--- src/rtl/cpu_types_pkg.sv ---
// Shared MIPS core types: opcode/funct/ALU encodings, the ID/EX control word
// and the pipeline-control FSM states.
package cpu_types_pkg;

  typedef enum logic [5:0] {
    OP_RTYPE = 6'h00, OP_J     = 6'h02, OP_JAL   = 6'h03, OP_BEQ   = 6'h04,
    OP_BNE   = 6'h05, OP_ADDI  = 6'h08, OP_ADDIU = 6'h09, OP_SLTI  = 6'h0A,
    OP_SLTIU = 6'h0B, OP_ANDI  = 6'h0C, OP_ORI   = 6'h0D, OP_XORI  = 6'h0E,
    OP_LUI   = 6'h0F, OP_LW    = 6'h23, OP_SW    = 6'h2B, OP_HALT  = 6'h3F
  } opcode_t;

  typedef enum logic [5:0] {
    FN_SLL  = 6'h00, FN_SRL  = 6'h02, FN_JR   = 6'h08, FN_ADD  = 6'h20,
    FN_ADDU = 6'h21, FN_SUB  = 6'h22, FN_SUBU = 6'h23, FN_AND  = 6'h24,
    FN_OR   = 6'h25, FN_XOR  = 6'h26, FN_NOR  = 6'h27, FN_SLT  = 6'h2A,
    FN_SLTU = 6'h2B
  } funct_t;

  typedef enum logic [3:0] {
    ALU_SLL = 4'd0, ALU_SRL = 4'd1, ALU_ADD = 4'd2, ALU_SUB  = 4'd3,
    ALU_AND = 4'd4, ALU_OR  = 4'd5, ALU_XOR = 4'd6, ALU_NOR  = 4'd7,
    ALU_SLT = 4'd8, ALU_SLTU = 4'd9
  } aluop_t;

  typedef enum logic [1:0] {
    RD_RT = 2'd0, RD_RD = 2'd1, RD_RA = 2'd2
  } regdst_t;

  typedef enum logic [1:0] {
    PC_NEXT = 2'd0, PC_BRANCH = 2'd1, PC_JUMP = 2'd2, PC_JR = 2'd3
  } pcsrc_t;

  typedef struct packed {
    aluop_t      alu_op;
    logic        ALUsrc;
    regdst_t     RegDst;
    logic        MemToReg;
    logic        JumpSel;
    logic        RegWr;
    logic        dREN;
    logic        dWEN;
    logic        ExtOp;
    logic        BNE;
    pcsrc_t      PCsrc;
    logic        halt;
    logic [4:0]  Rs;
    logic [4:0]  Rt;
    logic [4:0]  Rd;
    logic [15:0] imm16;
    logic [4:0]  shamt;
    logic [25:0] j25;
  } ctrl_t;

  localparam ctrl_t CTRL_NOP = '0;

  typedef enum logic [1:0] {
    RUN = 2'd0, STALL = 2'd1, FLUSH = 2'd2, HALTED = 2'd3
  } cu_state_t;

endpackage

--- src/rtl/cu_decoder.sv ---
// Combinational instruction decoder: IF/ID word -> control word, plus a flag
// telling the hazard logic whether the Rt field is a source operand.
module cu_decoder
  import cpu_types_pkg::*;
(
  input  logic [31:0] imemload,
  output ctrl_t       dec,
  output logic        uses_rt
);

  opcode_t op;
  funct_t  fn;
  ctrl_t   d;
  logic    rt_read;
  logic    valid;

  assign op = opcode_t'(imemload[31:26]);
  assign fn = funct_t'(imemload[5:0]);

  // Opcode/funct decode; anything unrecognised falls back to a NOP.
  always_comb begin
    d        = CTRL_NOP;
    rt_read  = 1'b0;
    valid    = 1'b1;
    d.Rs     = imemload[25:21];
    d.Rt     = imemload[20:16];
    d.Rd     = imemload[15:11];
    d.shamt  = imemload[10:6];
    d.imm16  = imemload[15:0];
    d.j25    = imemload[25:0];
    case (op)
      OP_RTYPE: begin
        d.RegDst = RD_RD;
        d.RegWr  = 1'b1;
        rt_read  = 1'b1;
        case (fn)
          FN_SLL:            d.alu_op = ALU_SLL;
          FN_SRL:            d.alu_op = ALU_SRL;
          FN_ADD, FN_ADDU:   d.alu_op = ALU_ADD;
          FN_SUB, FN_SUBU:   d.alu_op = ALU_SUB;
          FN_AND:            d.alu_op = ALU_AND;
          FN_OR:             d.alu_op = ALU_OR;
          FN_XOR:            d.alu_op = ALU_XOR;
          FN_NOR:            d.alu_op = ALU_NOR;
          FN_SLT:            d.alu_op = ALU_SLT;
          FN_SLTU:           d.alu_op = ALU_SLTU;
          FN_JR: begin
            d.RegWr = 1'b0;
            d.PCsrc = PC_JR;
            rt_read = 1'b0;
          end
          default:           valid = 1'b0;
        endcase
      end
      OP_J:   d.PCsrc = PC_JUMP;
      OP_JAL: begin
        d.PCsrc   = PC_JUMP;
        d.JumpSel = 1'b1;
        d.RegDst  = RD_RA;
        d.RegWr   = 1'b1;
      end
      OP_BEQ, OP_BNE: begin
        d.alu_op = ALU_SUB;
        d.ExtOp  = 1'b1;
        d.PCsrc  = PC_BRANCH;
        d.BNE    = (op == OP_BNE);
        rt_read  = 1'b1;
      end
      OP_ADDI, OP_ADDIU, OP_SLTI, OP_SLTIU: begin
        d.ALUsrc = 1'b1;
        d.ExtOp  = 1'b1;
        d.RegWr  = 1'b1;
        d.alu_op = (op == OP_SLTI)  ? ALU_SLT :
                   (op == OP_SLTIU) ? ALU_SLTU : ALU_ADD;
      end
      OP_ANDI, OP_ORI, OP_XORI: begin
        d.ALUsrc = 1'b1;
        d.RegWr  = 1'b1;
        d.alu_op = (op == OP_ANDI) ? ALU_AND :
                   (op == OP_ORI)  ? ALU_OR  : ALU_XOR;
      end
      // LUI is executed as a 16-bit left shift of the zero-extended immediate.
      OP_LUI: begin
        d.ALUsrc = 1'b1;
        d.RegWr  = 1'b1;
        d.alu_op = ALU_SLL;
        d.shamt  = 5'd16;
      end
      OP_LW: begin
        d.ALUsrc   = 1'b1;
        d.ExtOp    = 1'b1;
        d.RegWr    = 1'b1;
        d.dREN     = 1'b1;
        d.MemToReg = 1'b1;
        d.alu_op   = ALU_ADD;
      end
      OP_SW: begin
        d.ALUsrc = 1'b1;
        d.ExtOp  = 1'b1;
        d.dWEN   = 1'b1;
        d.alu_op = ALU_ADD;
        rt_read  = 1'b1;
      end
      OP_HALT: begin
        d      = CTRL_NOP;
        d.halt = 1'b1;
      end
      default: valid = 1'b0;
    endcase
  end

  assign dec     = valid ? d : CTRL_NOP;
  assign uses_rt = valid & rt_read;

endmodule

--- src/rtl/pipeline_control_unit.sv ---
// ID-stage control: decode into the ID/EX control register plus stall/flush/halt
// sequencing. Define CU_PERF_CNT_EN to build the stall/flush performance counters.
module pipeline_control_unit
  import cpu_types_pkg::*;
#(
  parameter int REDIRECT_PENALTY = 2,
  parameter int LOADUSE_BUBBLES  = 1,
  parameter int CNT_W            = 32
) (
  input  logic             CLK,
  input  logic             RST,
  input  logic [31:0]      imemload,
  input  logic             ihit,
  input  logic             mem_wait,
  input  logic             ex_redirect,
  input  logic [4:0]       idex_fwd_Rt,
  output ctrl_t            ctrl,
  output logic             stall_if,
  output logic             flush_ifid,
  output logic             imemREN,
  output logic             halt,
  output logic [CNT_W-1:0] stall_cnt,
  output logic [CNT_W-1:0] flush_cnt
);

  localparam int BUB_W = $clog2(8);
  localparam logic [BUB_W-1:0] REDIR_RELOAD = BUB_W'(REDIRECT_PENALTY - 1);
  localparam logic [BUB_W-1:0] LU_RELOAD    = BUB_W'(LOADUSE_BUBBLES - 1);
  localparam logic [BUB_W-1:0] CNT_ONE      = BUB_W'(1);
  localparam cu_state_t REDIR_STATE = (REDIRECT_PENALTY > 1) ? FLUSH : RUN;
  localparam cu_state_t LU_STATE    = (LOADUSE_BUBBLES > 1)  ? STALL : RUN;

  if (REDIRECT_PENALTY < 1 || REDIRECT_PENALTY > 7) begin : g_bad_redirect
    $error("pipeline_control_unit: REDIRECT_PENALTY must be in 1..7");
  end
  if (LOADUSE_BUBBLES < 1 || LOADUSE_BUBBLES > 7) begin : g_bad_loaduse
    $error("pipeline_control_unit: LOADUSE_BUBBLES must be in 1..7");
  end

  cu_state_t        state_r, state_s;
  logic [BUB_W-1:0] cnt_r, cnt_s;
  ctrl_t            ctrl_r, ctrl_s;
  ctrl_t            dec_s;
  logic             uses_rt_s;
  logic             frozen_s;
  logic             hazard_s;
  logic             stall_s;
  logic             flush_s;

  cu_decoder u_decoder (
    .imemload (imemload),
    .dec      (dec_s),
    .uses_rt  (uses_rt_s)
  );

  assign frozen_s = mem_wait | ~ihit;

  // The load in EX writes a register the instruction in ID is about to read.
  assign hazard_s = ctrl_r.dREN & ctrl_r.RegWr & (idex_fwd_Rt != 5'd0) &
                    ((idex_fwd_Rt == dec_s.Rs) |
                     (uses_rt_s & (idex_fwd_Rt == dec_s.Rt)));

  // Next-state, bubble counter and ID/EX control word selection.
  always_comb begin
    state_s = state_r;
    cnt_s   = cnt_r;
    ctrl_s  = ctrl_r;
    stall_s = 1'b0;
    flush_s = 1'b0;
    if (state_r == HALTED) begin
      stall_s = 1'b1;
      ctrl_s  = CTRL_NOP;
    end else if (frozen_s) begin
      stall_s = 1'b1;
    end else begin
      case (state_r)
        RUN: begin
          if (ex_redirect) begin
            flush_s = 1'b1;
            ctrl_s  = CTRL_NOP;
            state_s = REDIR_STATE;
            cnt_s   = REDIR_RELOAD;
          end else if (dec_s.halt) begin
            ctrl_s  = dec_s;
            state_s = HALTED;
          end else if (hazard_s) begin
            stall_s = 1'b1;
            ctrl_s  = CTRL_NOP;
            state_s = LU_STATE;
            cnt_s   = LU_RELOAD;
          end else begin
            ctrl_s  = dec_s;
          end
        end
        STALL: begin
          ctrl_s = CTRL_NOP;
          if (ex_redirect) begin
            flush_s = 1'b1;
            state_s = REDIR_STATE;
            cnt_s   = REDIR_RELOAD;
          end else begin
            stall_s = 1'b1;
            cnt_s   = cnt_r - CNT_ONE;
            state_s = (cnt_r == CNT_ONE) ? RUN : STALL;
          end
        end
        FLUSH: begin
          ctrl_s  = CTRL_NOP;
          flush_s = 1'b1;
          if (ex_redirect) begin
            cnt_s   = REDIR_RELOAD;
          end else begin
            cnt_s   = cnt_r - CNT_ONE;
            state_s = (cnt_r == CNT_ONE) ? RUN : FLUSH;
          end
        end
        default: begin
          state_s = RUN;
          cnt_s   = '0;
          ctrl_s  = CTRL_NOP;
        end
      endcase
    end
  end

  // FSM state, bubble counter and ID/EX control register.
  always_ff @(posedge CLK or posedge RST) begin
    if (RST) begin
      state_r <= RUN;
      cnt_r   <= '0;
      ctrl_r  <= CTRL_NOP;
    end else begin
      state_r <= state_s;
      cnt_r   <= cnt_s;
      ctrl_r  <= ctrl_s;
    end
  end

  assign ctrl       = ctrl_r;
  assign stall_if   = stall_s;
  assign flush_ifid = flush_s;
  assign halt       = (state_r == HALTED);
  assign imemREN    = (state_r != HALTED);

`ifdef CU_PERF_CNT_EN
  logic [CNT_W-1:0] stall_cnt_r;
  logic [CNT_W-1:0] flush_cnt_r;
  logic             stall_inc_s;

  assign stall_inc_s = ~frozen_s & stall_s & ((state_r == RUN) | (state_r == STALL));

  // Saturating stall/flush event counters.
  always_ff @(posedge CLK or posedge RST) begin
    if (RST) begin
      stall_cnt_r <= '0;
      flush_cnt_r <= '0;
    end else begin
      if (stall_inc_s && (stall_cnt_r != '1)) begin
        stall_cnt_r <= stall_cnt_r + CNT_W'(1);
      end
      if (flush_s && (flush_cnt_r != '1)) begin
        flush_cnt_r <= flush_cnt_r + CNT_W'(1);
      end
    end
  end

  assign stall_cnt = stall_cnt_r;
  assign flush_cnt = flush_cnt_r;
`else
  assign stall_cnt = '0;
  assign flush_cnt = '0;
`endif

endmodule

--- config.mk ---
export PLATFORM = sky130hd
export DESIGN_NAME = pipeline_control_unit
export DESIGN_NICKNAME = d
export VERILOG_FILES = /design/src/rtl/cpu_types_pkg.sv /design/src/rtl/cu_decoder.sv /design/src/rtl/pipeline_control_unit.sv
export SDC_FILE = /design/constraint.sdc
export NUM_CORES = 1
export LEC_CHECK = 0
export BUFFER_PORTS_ARGS = -buffer_cell sky130_fd_sc_hd__buf_4
export CORE_UTILIZATION = 30
export DETAILED_ROUTE_END_ITERATION = 10
export HOLD_SLACK_MARGIN = 0.03
export MAX_ROUTING_LAYER = met4
export SLEW_MARGIN = 20
export SYNTH_ARGS = -nofsm -noshare
export SYNTH_HDL_FRONTEND = slang
export SYNTH_SLANG_ARGS = --single-unit
--- constraint.sdc ---
create_clock -name CLK -period 6.9 [get_ports CLK]
set_input_delay 1.38 -clock CLK [delete_from_list [all_inputs] [get_ports CLK]]
set_output_delay 1.38 -clock CLK [all_outputs]
set_load 0.1 [all_outputs]
Yosys cells after proc, flatten, opt, wreduce, memory -nomap -nowiden. Cells that the tools add are included.

$add $sub $neg: 1. Eq/ne operators: 39. Multiplexer cells: 54. Bitwise operators: 10. Reduce and logical (&&, ||, !) cells: 21.

Operators with widths (number): 2-to-1 mux 79 bit (7); equality test 6 bit (second input constant) (13); equality test 6 x 4 -> 1 bit (second input constant) (9); case mux 4 bit (9 select lines) (1); 2-to-1 mux 32 bit (1); 2-to-1 mux 26 bit (1); case mux 4 bit (5 select lines) (1); OR reduction 10 bit (2); equality test 6 x 2 -> 1 bit (second input constant) (3); 2-to-1 mux 1 bit (18); 2-to-1 mux 2 bit (8); OR reduction 15 bit (1); OR reduction 2 bit (7); OR reduction 13 bit (1); equality test 6 x 3 -> 1 bit (second input constant) (2); zero test 6 bit (2); 2-to-1 mux 3 bit (4); 2-to-1 mux 4 bit (3); case mux 2 bit (3 select lines) (2); equality test 5 bit (2); case mux 1 bit (2 select lines) (5); case mux 5 bit (2 select lines) (1); AND reduction 4 bit (2); OR reduction 8 bit (1); 16 further kinds (28).

Register bits after elaboration: 84. Input bits: 42. Output and inout bits: 147. Logic and storage cells: 145.

Longest topological paths before layout.
Depth in word-level cells: 15. Mapped depth: 11. Gate-level depth less buffers: 8.

By module. A second synthesis with hierarchy kept.

Cell total of the unflattened synthesis: 462. Area total of the unflattened synthesis: 4802.1 um^2.

By module, submodules not included: pipeline_control_unit (times used 1, cells an instance 311, area each 3836.2 um^2, sequential area each 2102.0 um^2); cu_decoder (times used 1, cells an instance 151, area each 965.9 um^2, sequential area each 0.0 um^2).

Worst setup path before layout. OpenSTA, ideal clock, no wires.

Path type: input port to output port. Start: input port imemload[29]. End: output port stall_if. Arrival time: 5.182 ns. Required time: 5.520 ns. Path slack: 0.338 ns. Cell stages on the path: 7. Path buffers: 0. Path through: or4_4 -> or4_4 -> o211a_1 -> or4_1 -> a222oi_1 -> nor2_1 -> o211ai_1.

Word-level cells in the longest chain between the ends: 14.

RTL lines: from (decl) (line pipeline_control_unit.sv:12) `input logic [31:0] imemload,`; equality test 6 x 2 -> 1 bit, or another cell as far along (line cu_decoder.sv:31) `case (op)`; OR reduction 15 bit (no source line); case mux 1 bit (2 select lines) (line cu_decoder.sv:31); 2-to-1 mux 79 bit (line cu_decoder.sv:112) `assign dec = valid ? d : CTRL_NOP;`; equality test 5 bit (line pipeline_control_unit.sv:61) `(uses_rt_s & (idex_fwd_Rt == dec_s.Rt)));`; bitwise AND 1 bit (line pipeline_control_unit.sv:61); bitwise OR 1 bit (line pipeline_control_unit.sv:60) `((idex_fwd_Rt == dec_s.Rs) |`; bitwise AND 1 bit (line pipeline_control_unit.sv:59) `assign hazard_s = ctrl_r.dREN & ctrl_r.RegWr & (idex_fwd_Rt != 5'd0) &`; 2-to-1 mux 1 bit (line pipeline_control_unit.sv:86) `end else if (hazard_s) begin`; 2-to-1 mux 1 bit (*) (line pipeline_control_unit.sv:83) `end else if (dec_s.halt) begin`; 2-to-1 mux 1 bit (*) (line pipeline_control_unit.sv:78) `if (ex_redirect) begin`; case mux 1 bit (2 select lines) (*) (line pipeline_control_unit.sv:76) `case (state_r)`; 2-to-1 mux 1 bit (*) (line pipeline_control_unit.sv:73) `end else if (frozen_s) begin`; 2-to-1 mux 1 bit (*) (line pipeline_control_unit.sv:70) `if (state_r == HALTED) begin`; to (decl) (line pipeline_control_unit.sv:18) `output logic stall_if,`.

Mark *: on every way between the ends. The rest lies on a longest branch, timed or not.

Final worst setup path. Same ends and word-level chain as after synthesis.

==> flow_summary.ini <==
[timing]
timing.final.crit_share_pct = 86.3
rsz0062_at_grt = no
tightest_slew_ns = 0.944
relSlewSlack_pct = 37.1
setup_tns_ns = 0
clock.fmax_mhz = 168
report.final.slew_viol_count = 0
setup_viol = 0
clock_skew_ns = 0.00672
hold_viol = 0
period_needed_ns = 5.95
timing.final.ws_setup_ns = 0.945

[routing]
detail_route.wl_per_cell_um = 14.1
wl_um = 8470
ant_nets = 0
drt_iter0_drc = 189
drcViolationCount = 0
drtPass1Iterations = 4
vias_per_cell = 4.73
vias = 2837

[cells_and_area]
syn2layout_area_growth_pct = 22.4
layout_commonest_cell = buf_4
drive_above_1_share_pct = 30.9
nets = 504
n_antenna_cell = 0
n_fill_cell = 1181
multi_input_area_um2 = 1620
layout_common_cells = buf_4 (126), conb_1 (64), dfrtp_1 (52), a22o_1 (30), nand2_1 (21)
regArea_um2 = 1300

[global_routing]
grt_use_total_pct = 13.9
gr-total-overflow = 0
grt_pass1_vias = 2463
grt_pass1_wl_um = 12600
grt_max_degree = 53
antenna_found_initial = 0

[clocking]
htree_levels = 2
numCtsBuffers = 5
cts_setup_buffers = 0
cts.path.max_buffers = 2
cts.sinks = 52
cts_resized = 0
clk_pin_slew_worst_paths_ns = 0.07
clk_latency_ns = 0.29
cts_tree = yes
cts_hold_buffers = 0
cts-root-buf = clkbuf_16

[worst_setup_path]
end_kind = output pin
crit_family = simple AND/OR/NAND/NOR gates
start_kind = input pin
crit_slowest_cell = or4_4
ff2ff_setup_slack_ns = 4.02
timing.rr.end = ctrl[67]
cp.depth = 9
cp_max_fo = 13
path_class = input pin to output pin
cp.required_ns = 5.52
cp_slowest_stage_delay_ns = 0.56
path_buf_inv = 2
crit_chain = buf_4 > or4_4 > or4_4 > o211a_1 > or4_1 > a222oi_1 > nor2_1 > o211ai_1 > buf_4
reg2reg_depth = 7
cp_data_arrival_time_ns = 4.57
timing.rr.start = ctrl[71]

[hold_path]
min_to = ctrl[63]
min-delay-start = ctrl[63]
hp-class = register to register
hold-path-cell-count = 2

[place]
dpl.hpwl_um = 6310
numPortBuffers = 124
preCtsSetupSlack_ns = 0.956
gp_congestion = 0.792

[pwr]
leakage_nw = 2.16
p_per_area_nw_per_um2 = 277
peakVddDrop_uv = 109

[floorplan]
std_cell_rows = 39
die_area_um2 = 12200
io_pins = 189
initial_core_util_pct = 30.8
fp.dieH_um = 110
die_w_um = 110
core_um2 = 11400

[logic_synthesis]
ys_seq_elements = 52
synth.avg_cell_area_um2 = 9.46
synth_top_flop_cell = dfrtp_1
ys_types = 55
ys_seq_area_share_pct = 37.0
synth_edf_count = 0
synth_warnings = 0
async_flop_share_pct = 100
syn_area_um2 = 3520
syn_inst = 372

[run_status]
outcome = complete, no violations

[run]
drv_cap = 0
[cells in the mapped netlist (all sizes together), types with 2 or more instances]
| library cell | count | area [um^2] |
|---|---|---|
| buf | 99 | 754 |
| dfrtp | 52 | 1300 |
| a22o | 30 | 263 |
| nand2 | 21 | 78.8 |
| o21ai | 18 | 90.1 |
| clkbuf | 13 | 48.8 |
| inv | 12 | 45.0 |
| a21oi | 10 | 50.1 |
| a32o | 9 | 90.1 |
| nor2b | 9 | 56.3 |
| nor2 | 8 | 30.0 |
| nor3 | 8 | 40.0 |
| nand3 | 7 | 35.0 |
| ha | 6 | 75.1 |
| xnor2 | 6 | 52.6 |
| o31ai | 5 | 37.5 |
| a31oi | 4 | 25.0 |
| nand2b | 4 | 25.0 |
| o211ai | 4 | 30.0 |
| a211oi | 3 | 22.5 |
| and2 | 3 | 18.8 |
| nor4b | 3 | 26.3 |
| or4 | 3 | 30.0 |
| and3b | 2 | 17.5 |
| nand3b | 2 | 15.0 |
| nor4 | 2 | 18.8 |
| nor4bb | 2 | 20.0 |
| o2111ai | 2 | 17.5 |
| or3 | 2 | 12.5 |
| or4b | 2 | 20.0 |
[final cells by class]
| type | count | share of cell area (%) |
|---|---|---|
| Clock buffer | 5 | 2.90 |
| Clock inverter | 3 | 2.09 |
| Inverter | 12 | 1.10 |
| Multi-Input combinational cell | 259 | 37.6 |
| Sequential cell | 52 | 30.2 |
| Tap cell | 143 | 4.15 |
| Timing Repair Buffer | 126 | 22.0 |
[worst reg2reg max path, stage by stage, from the launching register on]
cell and delay [ns]:
dfrtp_1 0.40, nand2_1 0.13, or4_1 0.48, a222oi_1 0.53
nor4_2 0.12, buf_4 0.22, and2_1 0.48, a32o_1 0.41
[registers in the layout (all words and copies together) (netlist names)]
signal,flops
ctrl,47
cnt_r,3
state_r,2
[how the worst max path moves through the flow]
stage	startpoint	endpoint
global route	imemload[29]	stall_if
finish	imemload[29]	stall_if
CTS	imemload[29]	stall_if
floorplan	imemload[29]	stall_if
detailed placement	imemload[29]	stall_if
global placement	imemload[29]	stall_if
[stage by stage]
step | utilization [%] | instance area, um^2 | instances | power [mW] | hold slack [ns]
after floorplan | - | 3760 | 435 | 0.782 | 0.472
after global placement | 35.8 | 4090 | 592 | 0.839 | 0.469
after detailed placement | 35.8 | 4090 | 592 | 0.845 | 0.477
after CTS | 37.7 | 4310 | 600 | 1.21 | 0.494
after global routing | 37.7 | 4310 | 600 | 1.25 | 0.504
final | 37.7 | 4310 | 600 | 1.19 | 0.488
[report_power, final]
group	internal, mW	switching, mW
Sequential	0.320	0.0126
Clock	0.244	0.114
Combinational	0.0964	0.407
Total	0.661	0.533
[metal layers]
layer	routed length (um)	vias to the layer above	track usage [%]
met2	4090	131	22.4
met3	692	5	3.82
li1	-	1352	-
met1	3620	1349	17.0
met4	76	0	4.23
met5	0	-	-
[cell families (layout without fill, tap and decap cells)]
kind of cell / count (synthesis) / in the layout / synth area share (%)
buf+inv: 124 / 146 / 24.1
compound gates: 98 / 98 / 21.0
simple gates: 84 / 84 / 14.0
flops: 52 / 52 / 37.0
fa+ha+maj: 6 / 6 / 2.13
xor+xnor: 6 / 6 / 1.49
other cells: 1 / 64 / 0.107
mux: 1 / 1 / 0.284
Note: power is estimated with default switching activity, not from simulation.
